==> src/rtl/ps2_pkg.sv <==
// Shared constants and types for the PS/2 set-2 key decoder: prefix bytes,
// decoder states and the key event record carried through the event FIFO.
package ps2_pkg;

  localparam logic [7:0] PS2_EXT   = 8'hE0;
  localparam logic [7:0] PS2_BRK   = 8'hF0;
  localparam logic [7:0] PS2_PAUSE = 8'hE1;
  localparam logic [7:0] PS2_ERR0  = 8'h00;
  localparam logic [7:0] PS2_ERR1  = 8'hFF;

  typedef enum logic [2:0] {
    IDLE,
    EXT,
    BRK,
    EXT_BRK,
    SKIP
  } dec_state_t;

  typedef struct packed {
    logic       ext;
    logic       brk;
    logic [7:0] code;
  } key_event_t;

  // 00 and FF are receiver error/overrun markers and abort any sequence.
  function automatic logic is_err_byte(input logic [7:0] b);
    return (b == PS2_ERR0) || (b == PS2_ERR1);
  endfunction

endpackage

==> src/rtl/ps2_key_decoder_if.sv <==
// Scan-byte input and key-event output bundle of the PS/2 key decoder.
// master = producer/consumer side (receiver + game logic), slave = decoder.
interface ps2_key_decoder_if;

  logic [7:0] scan_code;
  logic       scan_ready;
  logic       key_pop;
  logic       key_valid;
  logic [7:0] key_code;
  logic       key_ext;
  logic       key_break;
  logic       overflow;

  modport master (
    output scan_code, scan_ready, key_pop,
    input  key_valid, key_code, key_ext, key_break, overflow
  );

  modport slave (
    input  scan_code, scan_ready, key_pop,
    output key_valid, key_code, key_ext, key_break, overflow
  );

endinterface

==> src/rtl/key_event_fifo.sv <==
// First-word-fall-through event FIFO; the head entry is presented on data_o
// whenever the FIFO is non-empty, and simultaneous push/pop is legal when full.
module key_event_fifo
  import ps2_pkg::*;
#(
  parameter int FIFO_DEPTH = 4
) (
  input  logic       clk,
  input  logic       rst_n,
  input  logic       push_i,
  input  key_event_t data_i,
  input  logic       pop_i,
  output key_event_t data_o,
  output logic       full_o,
  output logic       empty_o
);

  localparam int            AW      = $clog2(FIFO_DEPTH);
  localparam logic [AW:0]   DEPTH_C = (AW + 1)'(FIFO_DEPTH);

  key_event_t    mem_q [FIFO_DEPTH];
  logic [AW-1:0] wr_ptr_q;
  logic [AW-1:0] rd_ptr_q;
  logic [AW:0]   count_q;
  logic          do_push;
  logic          do_pop;

  assign empty_o = (count_q == '0);
  assign full_o  = (count_q == DEPTH_C);
  assign do_pop  = pop_i & ~empty_o;
  assign do_push = push_i & (~full_o | do_pop);

  // NOTE: storage has no reset; validity is tracked by count_q alone, and an
  // unreset array maps onto plain RAM/flops without a reset tree.
  always_ff @(posedge clk) begin
    if (do_push) mem_q[wr_ptr_q] <= data_i;
  end

  // NOTE: sequential state uses non-blocking assignments so every register
  // samples its pre-edge inputs regardless of statement order.
  always_ff @(posedge clk or negedge rst_n) begin
    if (!rst_n) begin
      wr_ptr_q <= '0;
      rd_ptr_q <= '0;
      count_q  <= '0;
    end else begin
      if (do_push) wr_ptr_q <= wr_ptr_q + 1'b1;
      if (do_pop)  rd_ptr_q <= rd_ptr_q + 1'b1;
      if (do_push && !do_pop)      count_q <= count_q + 1'b1;
      else if (!do_push && do_pop) count_q <= count_q - 1'b1;
    end
  end

  // Head is forced to zero while empty so the outputs are clean after reset.
  assign data_o = empty_o ? '0 : mem_q[rd_ptr_q];

endmodule

==> src/rtl/ps2_key_decoder.sv <==
// PS/2 set-2 scan byte to key event decoder: resynchronises scan_ready, folds
// E0/F0/E1 prefixes into single events, filters typematic repeats and queues.
module ps2_key_decoder
  import ps2_pkg::*;
#(
  parameter int FIFO_DEPTH    = 4,
  parameter bit REPEAT_FILTER = 1'b1,
  parameter int PAUSE_SKIP    = 7
) (
  input logic               clk,
  input logic               reset,
  ps2_key_decoder_if.slave  bus
);

  localparam int CNT_W = $clog2(PAUSE_SKIP + 1);

  logic             sync1_q, sync2_q, prev_q;
  logic             strobe;
  logic [7:0]       byte_w;

  dec_state_t       state_q, state_d;
  logic [CNT_W-1:0] skip_cnt_q, skip_cnt_d;
  logic [8:0]       last_make_q, last_make_d;
  logic             last_vld_q, last_vld_d;
  logic             overflow_q, overflow_d;

  logic             emit;
  key_event_t       ev;
  logic             push;
  logic             pop;
  logic             fifo_full;
  logic             fifo_empty;
  key_event_t       head;

  // scan_ready comes from the PS/2 clock domain; scan_code is held stable
  // while it is high, so only the strobe needs synchronising.
  always_ff @(posedge clk or negedge reset) begin
    if (!reset) begin
      sync1_q <= 1'b0;
      sync2_q <= 1'b0;
      prev_q  <= 1'b0;
    end else begin
      sync1_q <= bus.scan_ready;
      sync2_q <= sync1_q;
      prev_q  <= sync2_q;
    end
  end

  assign strobe = sync2_q & ~prev_q;
  assign byte_w = bus.scan_code;

  // NOTE: every variable driven here gets a default first, so no path
  // leaves it unassigned and no latch is inferred.
  always_comb begin
    state_d    = state_q;
    skip_cnt_d = skip_cnt_q;
    emit       = 1'b0;
    ev         = '{ext: 1'b0, brk: 1'b0, code: byte_w};

    if (strobe) begin
      case (state_q)
        IDLE: begin
          if (byte_w == PS2_EXT) begin
            state_d = EXT;
          end else if (byte_w == PS2_BRK) begin
            state_d = BRK;
          end else if (byte_w == PS2_PAUSE) begin
            state_d    = SKIP;
            skip_cnt_d = CNT_W'(PAUSE_SKIP);
          end else if (!is_err_byte(byte_w)) begin
            emit = 1'b1;
          end
        end
        EXT: begin
          if (byte_w == PS2_BRK) begin
            state_d = EXT_BRK;
          end else if (byte_w != PS2_EXT) begin
            state_d = IDLE;
            emit    = !is_err_byte(byte_w);
            ev.ext  = 1'b1;
          end
        end
        BRK: begin
          if (byte_w != PS2_BRK) begin
            state_d = IDLE;
            emit    = !is_err_byte(byte_w);
            ev.brk  = 1'b1;
          end
        end
        EXT_BRK: begin
          state_d = IDLE;
          emit    = !is_err_byte(byte_w);
          ev.ext  = 1'b1;
          ev.brk  = 1'b1;
        end
        SKIP: begin
          skip_cnt_d = skip_cnt_q - 1'b1;
          if (skip_cnt_q == CNT_W'(1)) state_d = IDLE;
        end
        default: state_d = IDLE;
      endcase
    end
  end

  // Typematic filter: a make matching the held key is swallowed; releasing
  // the held key re-arms it so the next press is reported again.
  always_comb begin
    push        = emit;
    last_make_d = last_make_q;
    last_vld_d  = last_vld_q;
    if (emit && REPEAT_FILTER) begin
      if (!ev.brk) begin
        if (last_vld_q && last_make_q == {ev.ext, ev.code}) begin
          push = 1'b0;
        end else begin
          last_make_d = {ev.ext, ev.code};
          last_vld_d  = 1'b1;
        end
      end else if (last_vld_q && last_make_q == {ev.ext, ev.code}) begin
        last_vld_d = 1'b0;
      end
    end
  end

  assign pop        = bus.key_pop & ~fifo_empty;
  assign overflow_d = push & fifo_full & ~pop;

  always_ff @(posedge clk or negedge reset) begin
    if (!reset) begin
      state_q     <= IDLE;
      skip_cnt_q  <= '0;
      last_make_q <= '0;
      last_vld_q  <= 1'b0;
      overflow_q  <= 1'b0;
    end else begin
      state_q     <= state_d;
      skip_cnt_q  <= skip_cnt_d;
      last_make_q <= last_make_d;
      last_vld_q  <= last_vld_d;
      overflow_q  <= overflow_d;
    end
  end

  key_event_fifo #(
    .FIFO_DEPTH (FIFO_DEPTH)
  ) u_fifo (
    .clk     (clk),
    .rst_n   (reset),
    .push_i  (push),
    .data_i  (ev),
    .pop_i   (bus.key_pop),
    .data_o  (head),
    .full_o  (fifo_full),
    .empty_o (fifo_empty)
  );

  assign bus.key_valid = ~fifo_empty;
  assign bus.key_code  = head.code;
  assign bus.key_ext   = head.ext;
  assign bus.key_break = head.brk;
  assign bus.overflow  = overflow_q;

endmodule

==> src/flat_wrapper.sv <==
// flat-port wrapper written by rule: the top's interface ports become plain ports
module ps2_key_decoder_flat import ps2_pkg::*;
#(
  parameter int FIFO_DEPTH    = 4,
  parameter bit REPEAT_FILTER = 1'b1,
  parameter int PAUSE_SKIP    = 7
)
  (clk, reset, bus_scan_code, bus_scan_ready, bus_key_pop, bus_key_valid, bus_key_code, bus_key_ext, bus_key_break, bus_overflow);
  ps2_key_decoder_if bus_i ();
  input logic clk;
  input logic reset;
  input wire logic [$bits(bus_i.scan_code)-1:0] bus_scan_code;
  input wire logic [$bits(bus_i.scan_ready)-1:0] bus_scan_ready;
  input wire logic [$bits(bus_i.key_pop)-1:0] bus_key_pop;
  output wire logic [$bits(bus_i.key_valid)-1:0] bus_key_valid;
  output wire logic [$bits(bus_i.key_code)-1:0] bus_key_code;
  output wire logic [$bits(bus_i.key_ext)-1:0] bus_key_ext;
  output wire logic [$bits(bus_i.key_break)-1:0] bus_key_break;
  output wire logic [$bits(bus_i.overflow)-1:0] bus_overflow;
  assign bus_i.scan_code = bus_scan_code;
  assign bus_i.scan_ready = bus_scan_ready;
  assign bus_i.key_pop = bus_key_pop;
  assign bus_key_valid = bus_i.key_valid;
  assign bus_key_code = bus_i.key_code;
  assign bus_key_ext = bus_i.key_ext;
  assign bus_key_break = bus_i.key_break;
  assign bus_overflow = bus_i.overflow;
  ps2_key_decoder #(.FIFO_DEPTH(FIFO_DEPTH), .REPEAT_FILTER(REPEAT_FILTER), .PAUSE_SKIP(PAUSE_SKIP)) u_core (.clk(clk), .reset(reset), .bus(bus_i));
endmodule
==> config.mk <==
export PLATFORM = sky130hd
export DESIGN_NAME = ps2_key_decoder_flat
export DESIGN_NICKNAME = d
export VERILOG_FILES = /design/src/rtl/ps2_pkg.sv /design/src/rtl/ps2_key_decoder_if.sv /design/src/rtl/key_event_fifo.sv /design/src/rtl/ps2_key_decoder.sv /design/src/flat_wrapper.sv
export SDC_FILE = /design/constraint.sdc
export NUM_CORES = 1
export LEC_CHECK = 0
export BUFFER_PORTS_ARGS = -buffer_cell sky130_fd_sc_hd__buf_2
export CORE_MARGIN = 2
export CORE_UTILIZATION = 40
export DETAILED_ROUTE_END_ITERATION = 8
export PLACE_DENSITY_LB_ADDON = 0.2
export SLEW_MARGIN = 20
export SYNTH_ARGS = -nofsm -noshare
export SYNTH_HDL_FRONTEND = slang
export SYNTH_SLANG_ARGS = --single-unit
==> constraint.sdc <==
create_clock -name clk -period 3.5 [get_ports clk]
set_input_delay 0.35 -clock clk [delete_from_list [all_inputs] [get_ports clk]]
set_output_delay 0.35 -clock clk [all_outputs]
set_load 0.02 [all_outputs]
* Word-level counts from Yosys, hierarchy flattened *
Memories as Yosys holds them, arrays and structs flattened.
Cells that the tools add are included.

word-level totals
  register bits after elaboration = 27
  RAM bits = 40
  input bits = 12
  output and inout bits = 12
  logic and storage cells = 105
  memories = 1

cells by class
  add/subtract/negate cells = 5
  equal/unequal tests = 22
  muxes and demuxes = 38
  bitwise logic cells = 12
  reduce and logical (&&, ||, !) cells = 16

memory list
  name                 words  bits a word  rd ports  clocked after Yosys merged registers in  write ports  line                  text
  u_core.u_fifo.mem_q  4      10           1         0                                        1            key_event_fifo.sv:21  key_event_t mem_q [FIFO_DEPTH];

operator list
  operator                                                number
  two-way mux 3 bit                                       12
  equality test 8 bit (second input constant)             4
  two-way mux 1 bit                                       19
  inequality test 8 bit (second input constant)           2
  case mux 3 bit (4 select lines)                         1
  two-way mux 10 bit                                      1
  AND reduction 5 bit                                     2
  equality test 9 bit                                     1
  logical NOT 8 bit                                       1
  inequality test 2 x 1 -> 1 bit (second input constant)  4
  equality test 3 x 1 -> 1 bit (second input constant)    2
  equality test 3 x 2 -> 1 bit (second input constant)    2
  equality test 3 bit (second input constant)             2
  logical NOT 3 bit                                       2
  inequality test 2 bit (second input constant)           3
  inverter 1 bit                                          6
  case mux 3 bit (2 select lines)                         1
  AND reduction 3 bit                                     2
  subtractor 3 x 1 -> 3 bit (second input constant)       2
  bitwise AND 1 bit                                       5
  adder 2 x 1 -> 2 bit (second input constant)            2
  inequality test 4 x 1 -> 1 bit (second input constant)  1
  case mux 1 bit (2 select lines)                         2
  case mux 1 bit (4 select lines)                         1
  other kinds (8)                                         13

* Depth between registers and ports, before layout *
Gate-level depths: netlist (run 1).

  word-level depth = 15
  gate-level depth with buffers = 14
  depth with buffers taken out = 13

* Cells and area by module *
A second synthesis (run 1) with hierarchy kept.

unflattened totals
  cells, all modules = 203
  area, all modules = 3139.3 µm²

by module, submodules not included
  module           times used  cells each  area an instance (µm²)  seq. area each (µm²)
  key_event_fifo   1           99          1999.4                  1376.3
  ps2_key_decoder  1           104         1139.8                  500.5

* Worst setup path before layout (run 1) *
Ideal clock, no wire load.

  path type = input-to-reg
  from = in bus_scan_code[0]
  to = reg u_core.u_fifo.count_q[2]
  setup time = 0.079 ns
  arrival time = 3.299 ns
  data required time = 3.421 ns
  slack = 0.121 ns
  stages on the path = 14
  buffers on the path = 1
  cell sequence = or4_1 > buf_4 > nor3_1 > nor4_1 > xnor2_1 > and4_1 > ha_1 > nor4_4 > ha_1 > inv_1 > fa_1 > xor2_1 > nor2_1 > xor2_1

RTL lines
  element               line                  text
  start, declared       flat_wrapper.sv:12    input wire logic [$bits(bus_i.scan_code)-1:0] bus_scan_code;
  end signal, assigned  key_event_fifo.sv:49  if (do_push && !do_pop) count_q <= count_q + 1'b1;
  end signal, assigned  key_event_fifo.sv:50  else if (!do_push && do_pop) count_q <= count_q - 1'b1;
  end, declared         key_event_fifo.sv:24  logic [AW:0] count_q;

==> impl_metrics.py, run 1 <==
metrics = {
    "clocking": {
        "cts_buffers": 9,
        "hold_buffers": 0,
        "cts_htree_levels": 3,
        "cts_tree": "done",
        "cts_buffer_depth": 2,
        "cts_sinks": 67,
        "cts.clk_slew.worst_paths_ns": 0.08,
        "clockRootBuffer": "clkbuf_8",
        "worstSkewPairLatency_ns": 0.35,
        "cts_resized": 0,
        "post_cts_buffers": 0,
    },
    "placement": {
        "gp_congestion": 0.771,
        "hpwl_um": 3930,
        "port_buffers": 23,
        "placed_cell_area_um2": 3440,
    },
    "logic_synthesis": {
        "synth_async_sr_flop_share": 0.403,
        "synth_cells": 202,
        "synth_area_um2": 3100,
        "synth-seq-cells": 67,
        "synth-edff-count": 40,
        "synth_common_cells": "edfxtp_1 (40), dfrtp_1 (27), and2_1 (14)",
        "syn_avg_cell_area_um2": 15.4,
        "synth_top_area_frac": 0.387,
        "yosysSeqAreaShare": 0.605,
        "yosysWarnings": 0,
        "synthTopCellsByArea": "edfxtp_1 (39%), dfrtp_1 (22%), mux4_2 (7.3%), mux2_4 (4.4%), ha_1 (3.6%)",
        "ys.flop_type": "edfxtp_1",
        "ys_types": 44,
        "yosys.area.top_type": "edfxtp_1",
        "syn_nets": 224,
        "synth_most_common_cell": "edfxtp_1",
    },
    "final_layout": {
        "diodes": 0,
        "final_nets": 270,
        "postLayoutCellArea_um2": 3650,
        "syn2layout_area_growth_pct": 17.6,
        "drive_gt1_frac": 0.336,
        "final_util": 0.479,
        "fill_cells": 681,
    },
    "critical_path": {
        "cp_max_fo": 6,
        "r2r.worst_path.cells": 12,
        "arrival_ns": 3.40,
        "cp_slowest_stage_delay_ns": 0.57,
        "required_ns": 3.77,
        "cp_slowest_cell": "nor4_2",
        "cp_top_family": "simple AND/OR/NAND/NOR gates",
        "critPathBufInv": 2,
        "start_kind": "flip-flop",
        "crit_chain": "inv_1 > nor4_2 > xnor2_1 > and4_1 > ha_1 > nor4_4 > ha_1 > inv_1 > fa_1 > xor2_1 > nor2_1 > xor2_1",
        "cp-end-kind": "flip-flop",
        "crit_type": "reg2reg",
        "cp.depth": 12,
    },
    "sta": {
        "period_minus_slack_ns": 3.13,
        "skew_ns": 0.0125,
        "hold_viol": 0,
        "setup_violations": 0,
        "tns_ns": 0,
        "timing.slew.headroom": 0.516,
        "worst_pin_slew_ns": 0.726,
        "rsz0062_at_grt": "false",
        "slew_violations": 0,
        "fmax_ghz": 0.319,
        "min_period_over_period": 0.895,
    },
    "pwr": {
        "power_mw": 2.68,
        "leakagePower_nw": 1.41,
        "vdd_drop_max_v": 0.000241,
        "cellPowerDensity_nw_per_um2": 734,
    },
    "die": {
        "fp.dieArea_um2": 8480,
        "fp.dieW_um": 92.1,
        "coreArea_um2": 7610,
        "ios": 24,
        "die_h_um": 92.1,
        "start_util": 0.408,
        "rows": 32,
    },
    "global_route": {
        "grt_pass1_wl_um": 9760,
        "grt_antenna_before_repair": 0,
        "grt_pass1_vias": 1810,
        "grt_max_degree": 28,
        "gr-total-overflow": 0,
        "track_usage": 0.154,
    },
    "status": {
        "outcome": "complete, no violations",
    },
    "route": {
        "vias_per_cell": 4.99,
        "top_layer_used": "met4",
        "drc": 0,
        "dr.pass1.iters": 4,
        "drt_iter0_drc": 89,
        "wl_per_cell_um": 16.4,
        "wl_met2_um": 2630,
        "routed_wl_um": 5830,
        "m1WireLength_um": 2910,
        "routed-via-count": 1772,
        "ant_nets": 0,
        "wl_met3_um": 224,
    },
    "hold_path": {
        "min_path_type": "in2async",
    },
    "run": {
        "drv_cap": 0,
    },
}
==> area by class of cell <==
cell class / count / area, um^2 / share of cell area
inverter: 8 / 30.0 / 0.00823
tap: 102 / 128 / 0.0350
clock buffer: 10 / 128 / 0.0350
clock inverter: 6 / 67.6 / 0.0185
sequential: 67 / 1880 / 0.515
timing repair buffer: 42 / 258 / 0.0707
multi-input combinational: 120 / 1160 / 0.318
==> per-stage QoR <==
step	std cells	hold slack (ns)	setup WS, ns
2_1_floorplan	202	0.0544	0.121
3_3_place_gp	339	0.335	0.129
3_5_place_dp	339	0.344	0.0160
4_1_cts	355	0.0367	0.0625
5_1_grt	355	0.0581	0.0800
6_report	355	0.0159	0.368
==> flip-flops by register name, indices dropped and copies added, names as in the netlist, 2 cells and up <==
register                cells
u_core.u_fifo.mem_q        40
u_core.skip_cnt_q           3
u_core.state_q              3
u_core.u_fifo.count_q       3
u_core.last_make_q          9
u_core.u_fifo.wr_ptr_q      2
u_core.u_fifo.rd_ptr_q      2
==> where the power goes <==
part / internal (mW) / leakage, nW / switching (mW)
clock: 0.330 / 0.0925 / 0.305
sequential: 0.990 / 0.683 / 0.165
combinational: 0.475 / 0.637 / 0.412
total: 1.80 / 1.41 / 0.882
==> placed cells by master, fill, tap and decap left out, types with 2 or more instances in the layout <==
cell type,instances
edfxtp_1,40
dfrtp_1,27
buf_2,23
buf_4,19
and2_1,14
mux4_2,10
xnor2_1,10
nor2_1,9
mux2_4,9
ha_1,9
clkbuf_8,9
inv_1,8
nand2_1,5
xor2_1,5
nand4_1,4
or3_1,3
nor3_1,3
nor4_1,3
mux2_2,3
nand2b_1,2
or4_1,2
nor3_2,2
nand3_1,2
and3_1,2
nor4b_1,2
nand4b_1,2
a21oi_1,2
mux2i_1,2
clkinvlp_4,2
clkinv_4,2
==> per-layer routing <==
layer	vias to the layer above	track usage
met4	0	0.0522
met3	7	0.0370
met1	878	0.224
met2	37	0.226
li1	850	-
met5	-	0
==> final timing paths <==
path | from | to | slack [ns]
min in group clk | bus_scan_ready | u_core.sync1_q | 0.11
hold reg to reg | u_core.sync1_q | u_core.sync2_q | 0.36
setup / recovery | u_core.state_q[0] | u_core.u_fifo.count_q[2] | 0.37
hold / removal | reset | u_core.u_fifo.count_q[0] | 0.02
setup reg to reg | u_core.state_q[0] | u_core.u_fifo.count_q[2] | 0.37
max in group asynchronous | reset | u_core.last_make_q[5] | 3.07
==> kinds of logic (layout without fill, tap and decap cells) <==
logic type	after synthesis	in the layout	share of synthesized area
compound gates	9	9	0.0250
xor+xnor	15	15	0.0424
fa+ha+maj	10	10	0.0428
buf+inv	15	66	0.0246
flops	67	67	0.605
mux	25	25	0.137
simple gates	61	61	0.123
Power figures use the tool's default switching activity.
==> run 2: changes to the inputs <==
--- a/config.mk
+++ b/config.mk
@@ -5,7 +5,7 @@
 export SDC_FILE = /design/constraint.sdc
 export NUM_CORES = 1
 export LEC_CHECK = 0
-export BUFFER_PORTS_ARGS = -buffer_cell sky130_fd_sc_hd__buf_2
+export BUFFER_PORTS_ARGS = -buffer_cell sky130_fd_sc_hd__buf_4
 export CORE_MARGIN = 2
 export CORE_UTILIZATION = 40
 export DETAILED_ROUTE_END_ITERATION = 8
==> run 2 against run 1 <==
First-iteration DRC count fell by 31%; sequential power hardly changed; worst setup slack improved by 0.038 ns; via count fell by 0.23%; sequential share of layout area is 1.1 points lower; clock skew fell by 0.0024 ns; combinational power rose by 6.4%; final area is 2.2% higher; non-clock buffer count is the same; wire length fell by 2.0%; register-to-register slack better by 0.04 ns; critical path type unchanged; critical endpoint unchanged.
==> impl_metrics.py, run 2 (same netlist as run 1, synthesis figures left out) <==
metrics = {
    "final_layout": {
        "final_cell_mix": "buf_4 (41), edfxtp_1 (40), dfrtp_1 (27)",
        "largest_reg_flops": 40,
        "top_register": "u_core.u_fifo.mem_q",
        "drive_gt1_frac": 0.332,
        "final_util": 0.490,
        "reg.largest.list": "u_core.u_fifo.mem_q (40), u_core.last_make_q (9)",
        "final_nets": 270,
        "mostFrequentLayoutCell": "buf_4",
        "syn2layout_area_growth_pct": 20.2,
        "diodes": 0,
    },
    "sta": {
        "timing.slew.headroom": 0.514,
        "fin_hold_ws_ns": 0.122,
        "setup_violations": 0,
        "worst_pin_slew_ns": 0.728,
        "tns_ns": 0,
        "hold_viol": 0,
        "fmax_ghz": 0.323,
        "period_minus_slack_ns": 3.09,
        "slew_violations": 0,
        "rsz0062_at_grt": "false",
        "min_period_over_period": 0.884,
        "skew_ns": 0.0102,
    },
    "die": {
        "ios": 24,
        "rows": 32,
        "die_h_um": 92.1,
        "fp.dieArea_um2": 8480,
        "start_util": 0.408,
        "coreArea_um2": 7610,
        "fp.dieW_um": 92.1,
    },
    "critical_path": {
        "required_ns": 3.75,
        "cp_max_fo": 6,
        "reg2reg_slack_ns": 0.41,
        "cp-end-kind": "flip-flop",
        "start_kind": "flip-flop",
        "r2r.worst_path.cells": 12,
        "rr_endpoint": "u_core.u_fifo.count_q[2]",
        "crit_type": "reg2reg",
        "r2r-start": "u_core.state_q[0]",
        "arrival_ns": 3.35,
    },
    "global_route": {
        "gr-total-overflow": 0,
        "grt_antenna_before_repair": 0,
        "grt_pass1_vias": 1799,
        "grt_pass1_wl_um": 9290,
        "track_usage": 0.149,
        "grt_max_degree": 28,
    },
    "hold_path": {
        "min_path_type": "in2reg",
        "worstHoldStart": "bus_scan_ready",
        "whs_path_depth": 1,
        "whs_endpoint": "u_core.sync1_q",
    },
    "route": {
        "routed-via-count": 1768,
        "wl_per_cell_um": 16.1,
        "drc": 0,
        "routed_wl_um": 5720,
        "ant_nets": 0,
        "vias_per_cell": 4.98,
        "drt_iter0_drc": 61,
        "dr.pass1.iters": 4,
    },
    "clocking": {
        "worstSkewPairLatency_ns": 0.34,
        "cts_buffers": 9,
        "cts_buffer_depth": 2,
        "cts.clk_slew.worst_paths_ns": 0.07,
        "cts_tree": "done",
        "cts_htree_levels": 3,
        "post_cts_buffers": 0,
        "clockRootBuffer": "clkbuf_8",
        "cts_sinks": 67,
    },
    "placement": {
        "gp_congestion": 0.786,
        "hpwl_um": 3900,
        "port_buffers": 23,
    },
    "pwr": {
        "power_mw": 2.80,
        "cellPowerDensity_nw_per_um2": 750,
        "vdd_drop_max_v": 0.000235,
        "leakagePower_nw": 1.44,
    },
    "run": {
        "drv_cap": 0,
    },
    "status": {
        "outcome": "complete, no violations",
    },
}
run 2: timing repair:
action | in CTS | in global routing
endpoints found under the setup margin | 0 | 2
resized for setup | 0 | 2
hold buffers | 1 | 0
hold endpoints to repair | 27 | 0
run 2: final cells by class:
| cell class | count | area [um^2] |
|---|---|---|
| inverter | 8 | 30.0 |
| clock buffer | 10 | 128 |
| timing repair buffer | 42 | 318 |
| fill | 687 | 3880 |
| clock inverter | 6 | 88.8 |
| multi-input combinational | 120 | 1160 |
| tap | 102 | 128 |
| sequential | 67 | 1880 |
run 2: per-layer routing:
layer  vias to the layer above  GRT usage  routed length (um)  share of wire
met5                         -          0                   0              0
met3                         2     0.0427                 354          0.062
met4                         0     0.0485                  28         0.0049
li1                        856          -                   -              -
met2                        44      0.248                2820           0.49
met1                       866      0.188                2520           0.44
run 2: power by group:
part / total (mW) / switching (mW) / internal, mW
logic: 0.944 / 0.418 / 0.526
registers: 1.15 / 0.162 / 0.990
clock network: 0.700 / 0.298 / 0.403
run 2: how the worst max path moves through the flow:
stage | startpoint | endpoint
finish | u_core.state_q[0] | u_core.u_fifo.count_q[2]
global route | u_core.state_q[0] | u_core.u_fifo.count_q[2]
CTS | u_core.prev_q | u_core.u_fifo.count_q[2]
detailed placement | bus_scan_code[6] | u_core.u_fifo.count_q[2]
global placement | bus_scan_code[7] | u_core.u_fifo.count_q[2]
floorplan | bus_scan_code[0] | u_core.u_fifo.count_q[2]
run 2: per-stage QoR:
step                area [um^2]  setup slack [ns]  instances
global placement           3490             0.139        338
global route               3730            0.0766        355
floorplan                  3100             0.121        202
finish                     3730             0.406        355
detailed placement         3490            0.0500        338
CTS                        3720             0.107        355
run 2: worst max-delay path, stage by stage, from the launching register on:
cell and delay (ns):
dfrtp_1 0.41, inv_1 0.10, nor4_2 0.55, xnor2_1 0.14
and4_1 0.22, ha_1 0.21, nor4_4 0.30, ha_1 0.22
inv_1 0.06, fa_1 0.37, xor2_1 0.17, nor2_1 0.11
xor2_1 0.16
==> run 3: changes to the inputs <==
--- a/config.mk
+++ b/config.mk
@@ -10,6 +10,7 @@
 export CORE_UTILIZATION = 40
 export DETAILED_ROUTE_END_ITERATION = 8
 export PLACE_DENSITY_LB_ADDON = 0.2
+export RECOVER_POWER = 25
 export SLEW_MARGIN = 20
 export SYNTH_ARGS = -nofsm -noshare
 export SYNTH_HDL_FRONTEND = slang
==> run 3 against run 2 <==
The run now ends with max-capacitance violations, max-slew violations left; combinational power is 0.8% lower; final cell count unchanged; core utilization is 0.84 points lower; clock-buffer cell count unchanged; hold slack gained 0.022 ns; sequential power hardly changed.
==> impl_metrics.py, run 3 (same netlist as run 1, synthesis figures left out) <==
metrics = {
    "sta": {
        "fmax_ghz": 0.322,
        "worst_pin_slew_ns": 1.52,
        "setup_violations": 0,
        "slew_violations": 28,
        "period_minus_slack_ns": 3.11,
        "hold_viol": 0,
        "tns_ns": 0,
        "timing.slew.headroom": -0.0133,
        "min_period_over_period": 0.888,
        "skew_ns": 0.0101,
        "rsz0062_at_grt": "false",
    },
    "final_layout": {
        "reg.largest.list": "u_core.u_fifo.mem_q (40), u_core.last_make_q (9)",
        "syn2layout_area_growth_pct": 18.2,
        "diodes": 0,
        "final_nets": 270,
        "final_cell_mix": "edfxtp_1 (40), dfrtp_1 (27), buf_4 (23)",
        "drive_gt1_frac": 0.265,
        "top_register": "u_core.u_fifo.mem_q",
        "mostFrequentLayoutCell": "edfxtp_1",
        "postLayoutCellArea_um2": 3660,
        "largest_reg_flops": 40,
    },
    "clocking": {
        "cts_buffer_depth": 2,
        "cts_tree": "done",
        "cts_htree_levels": 3,
        "cts_sinks": 67,
        "cts.clk_slew.worst_paths_ns": 0.07,
        "clockRootBuffer": "clkbuf_8",
        "worstSkewPairLatency_ns": 0.34,
        "cts_buffers": 9,
    },
    "pwr": {
        "leakagePower_nw": 1.38,
        "p_comb_frac": 0.336,
        "p_switching_mw": 0.878,
        "intPower_mw": 1.91,
        "cellPowerDensity_nw_per_um2": 761,
        "seqPwrFrac": 0.413,
        "vdd_drop_max_v": 0.000235,
        "power_mw": 2.79,
        "switching_share": 0.315,
        "clockPowerShare": 0.251,
    },
    "status": {
        "outcome": "complete, but fails checks",
        "violations": "max-capacitance violations, max-slew violations",
    },
    "route": {
        "vias_per_cell": 4.98,
        "wl_per_cell_um": 16.2,
        "dr.pass1.iters": 4,
        "drc": 0,
        "routed_wl_um": 5760,
        "routed-via-count": 1768,
        "ant_nets": 0,
        "drt_iter0_drc": 59,
    },
    "die": {
        "start_util": 0.408,
        "coreArea_um2": 7610,
        "rows": 32,
        "die_h_um": 92.1,
        "ios": 24,
        "fp.dieArea_um2": 8480,
        "fp.dieW_um": 92.1,
    },
    "critical_path": {
        "reg2reg_slack_ns": 0.39,
        "cp_max_fo": 6,
        "r2r-start": "u_core.state_q[0]",
        "r2r.worst_path.cells": 12,
        "start_kind": "flip-flop",
        "cp-end-kind": "flip-flop",
        "required_ns": 3.75,
        "rr_endpoint": "u_core.u_fifo.count_q[2]",
        "crit_type": "reg2reg",
        "arrival_ns": 3.36,
    },
    "hold_path": {
        "min_path_type": "in2reg",
        "worstHoldStart": "bus_scan_ready",
        "whs_endpoint": "u_core.sync1_q",
        "whs_path_depth": 1,
    },
    "global_route": {
        "gr-total-overflow": 0,
        "grt_antenna_before_repair": 0,
        "grt_max_degree": 28,
        "grt_pass1_wl_um": 9290,
        "track_usage": 0.149,
        "grt_pass1_vias": 1799,
    },
    "placement": {
        "port_buffers": 23,
        "placed_cell_area_um2": 3490,
        "gp_congestion": 0.786,
        "hpwl_um": 3900,
    },
    "run": {
        "drv_cap": 1,
    },
}
[run 3: changes by cell type in the layout (fill, tap and decap cells not counted)]
cell      delta
buf_4       -18
clkbuf_1    +17
clkbuf_4     +1
[run 3: worst max path at each step]
stage                                 start                  endpoint  slack (ns)  cells past startpoint
after floorplan            bus_scan_code[0]  u_core.u_fifo.count_q[2]        0.12                     14
after global placement     bus_scan_code[7]  u_core.u_fifo.count_q[2]        0.14                     14
after detailed placement   bus_scan_code[6]  u_core.u_fifo.count_q[2]        0.05                     14
after CTS                     u_core.prev_q  u_core.u_fifo.count_q[2]        0.11                     12
after global routing      u_core.state_q[0]  u_core.u_fifo.count_q[2]        0.08                     12
final                     u_core.state_q[0]  u_core.u_fifo.count_q[2]        0.39                     12
[run 3: worst max-delay path: stages, from the launching register on]
cell and delay, ns:
dfrtp_1 0.41, inv_1 0.10, nor4_2 0.56, xnor2_1 0.14
and4_1 0.22, ha_1 0.21, nor4_4 0.30, ha_1 0.22
inv_1 0.06, fa_1 0.37, xor2_1 0.17, nor2_1 0.11
xor2_1 0.16
[run 3: power by group through the flow]
| stage | sequential, mW | clock [mW] | combinational, mW |
|---|---|---|---|
| 6_report | 1.15 | 0.700 | 0.936 |
| 5_1_grt | 1.18 | 0.744 | 1.03 |
| 4_1_cts | 1.16 | 0.716 | 0.959 |
| 3_5_place_dp | 1.17 | 0 | 0.954 |
| 3_3_place_gp | 1.17 | 0 | 0.943 |
| 2_1_floorplan | 1.09 | 0 | 0.724 |
[run 3: cell type report]
class	count	area [um^2]
clock inverters	6	88.8
inverters	8	30.0
clock buffers	10	128
well taps	102	128
multi-input cells	120	1160
fillers	705	3940
flip-flops and latches	67	1880
repair buffers	42	254
[run 3: timing repair]
item | CTS | global route
gates resized for setup | 0 | 2
buffers inserted | 0 | 0
endpoints found under the setup margin | 0 | 2
hold buffers | 1 | 0
hold endpoints to repair | 27 | 0
[run 3: per-stage QoR]
stage               cells   util  setup WS (ns)  hold WS (ns)
floorplan             202      -          0.121        0.0544
global placement      338  0.459          0.139         0.294
detailed placement    338  0.459         0.0500         0.295
CTS                   355  0.489          0.107         0.101
global route          355  0.482         0.0766         0.120
finish                355  0.482          0.391         0.145
[run 3: routing by layer]
| layer | track usage | part of all wire | up-vias |
|---|---|---|---|
| li1 | - | - | 856 |
| met1 | 0.188 | 0.46 | 871 |
| met2 | 0.248 | 0.49 | 37 |
| met3 | 0.0427 | 0.043 | 4 |
| met4 | 0.0485 | 0.0071 | 0 |
| met5 | 0 | 0 | - |
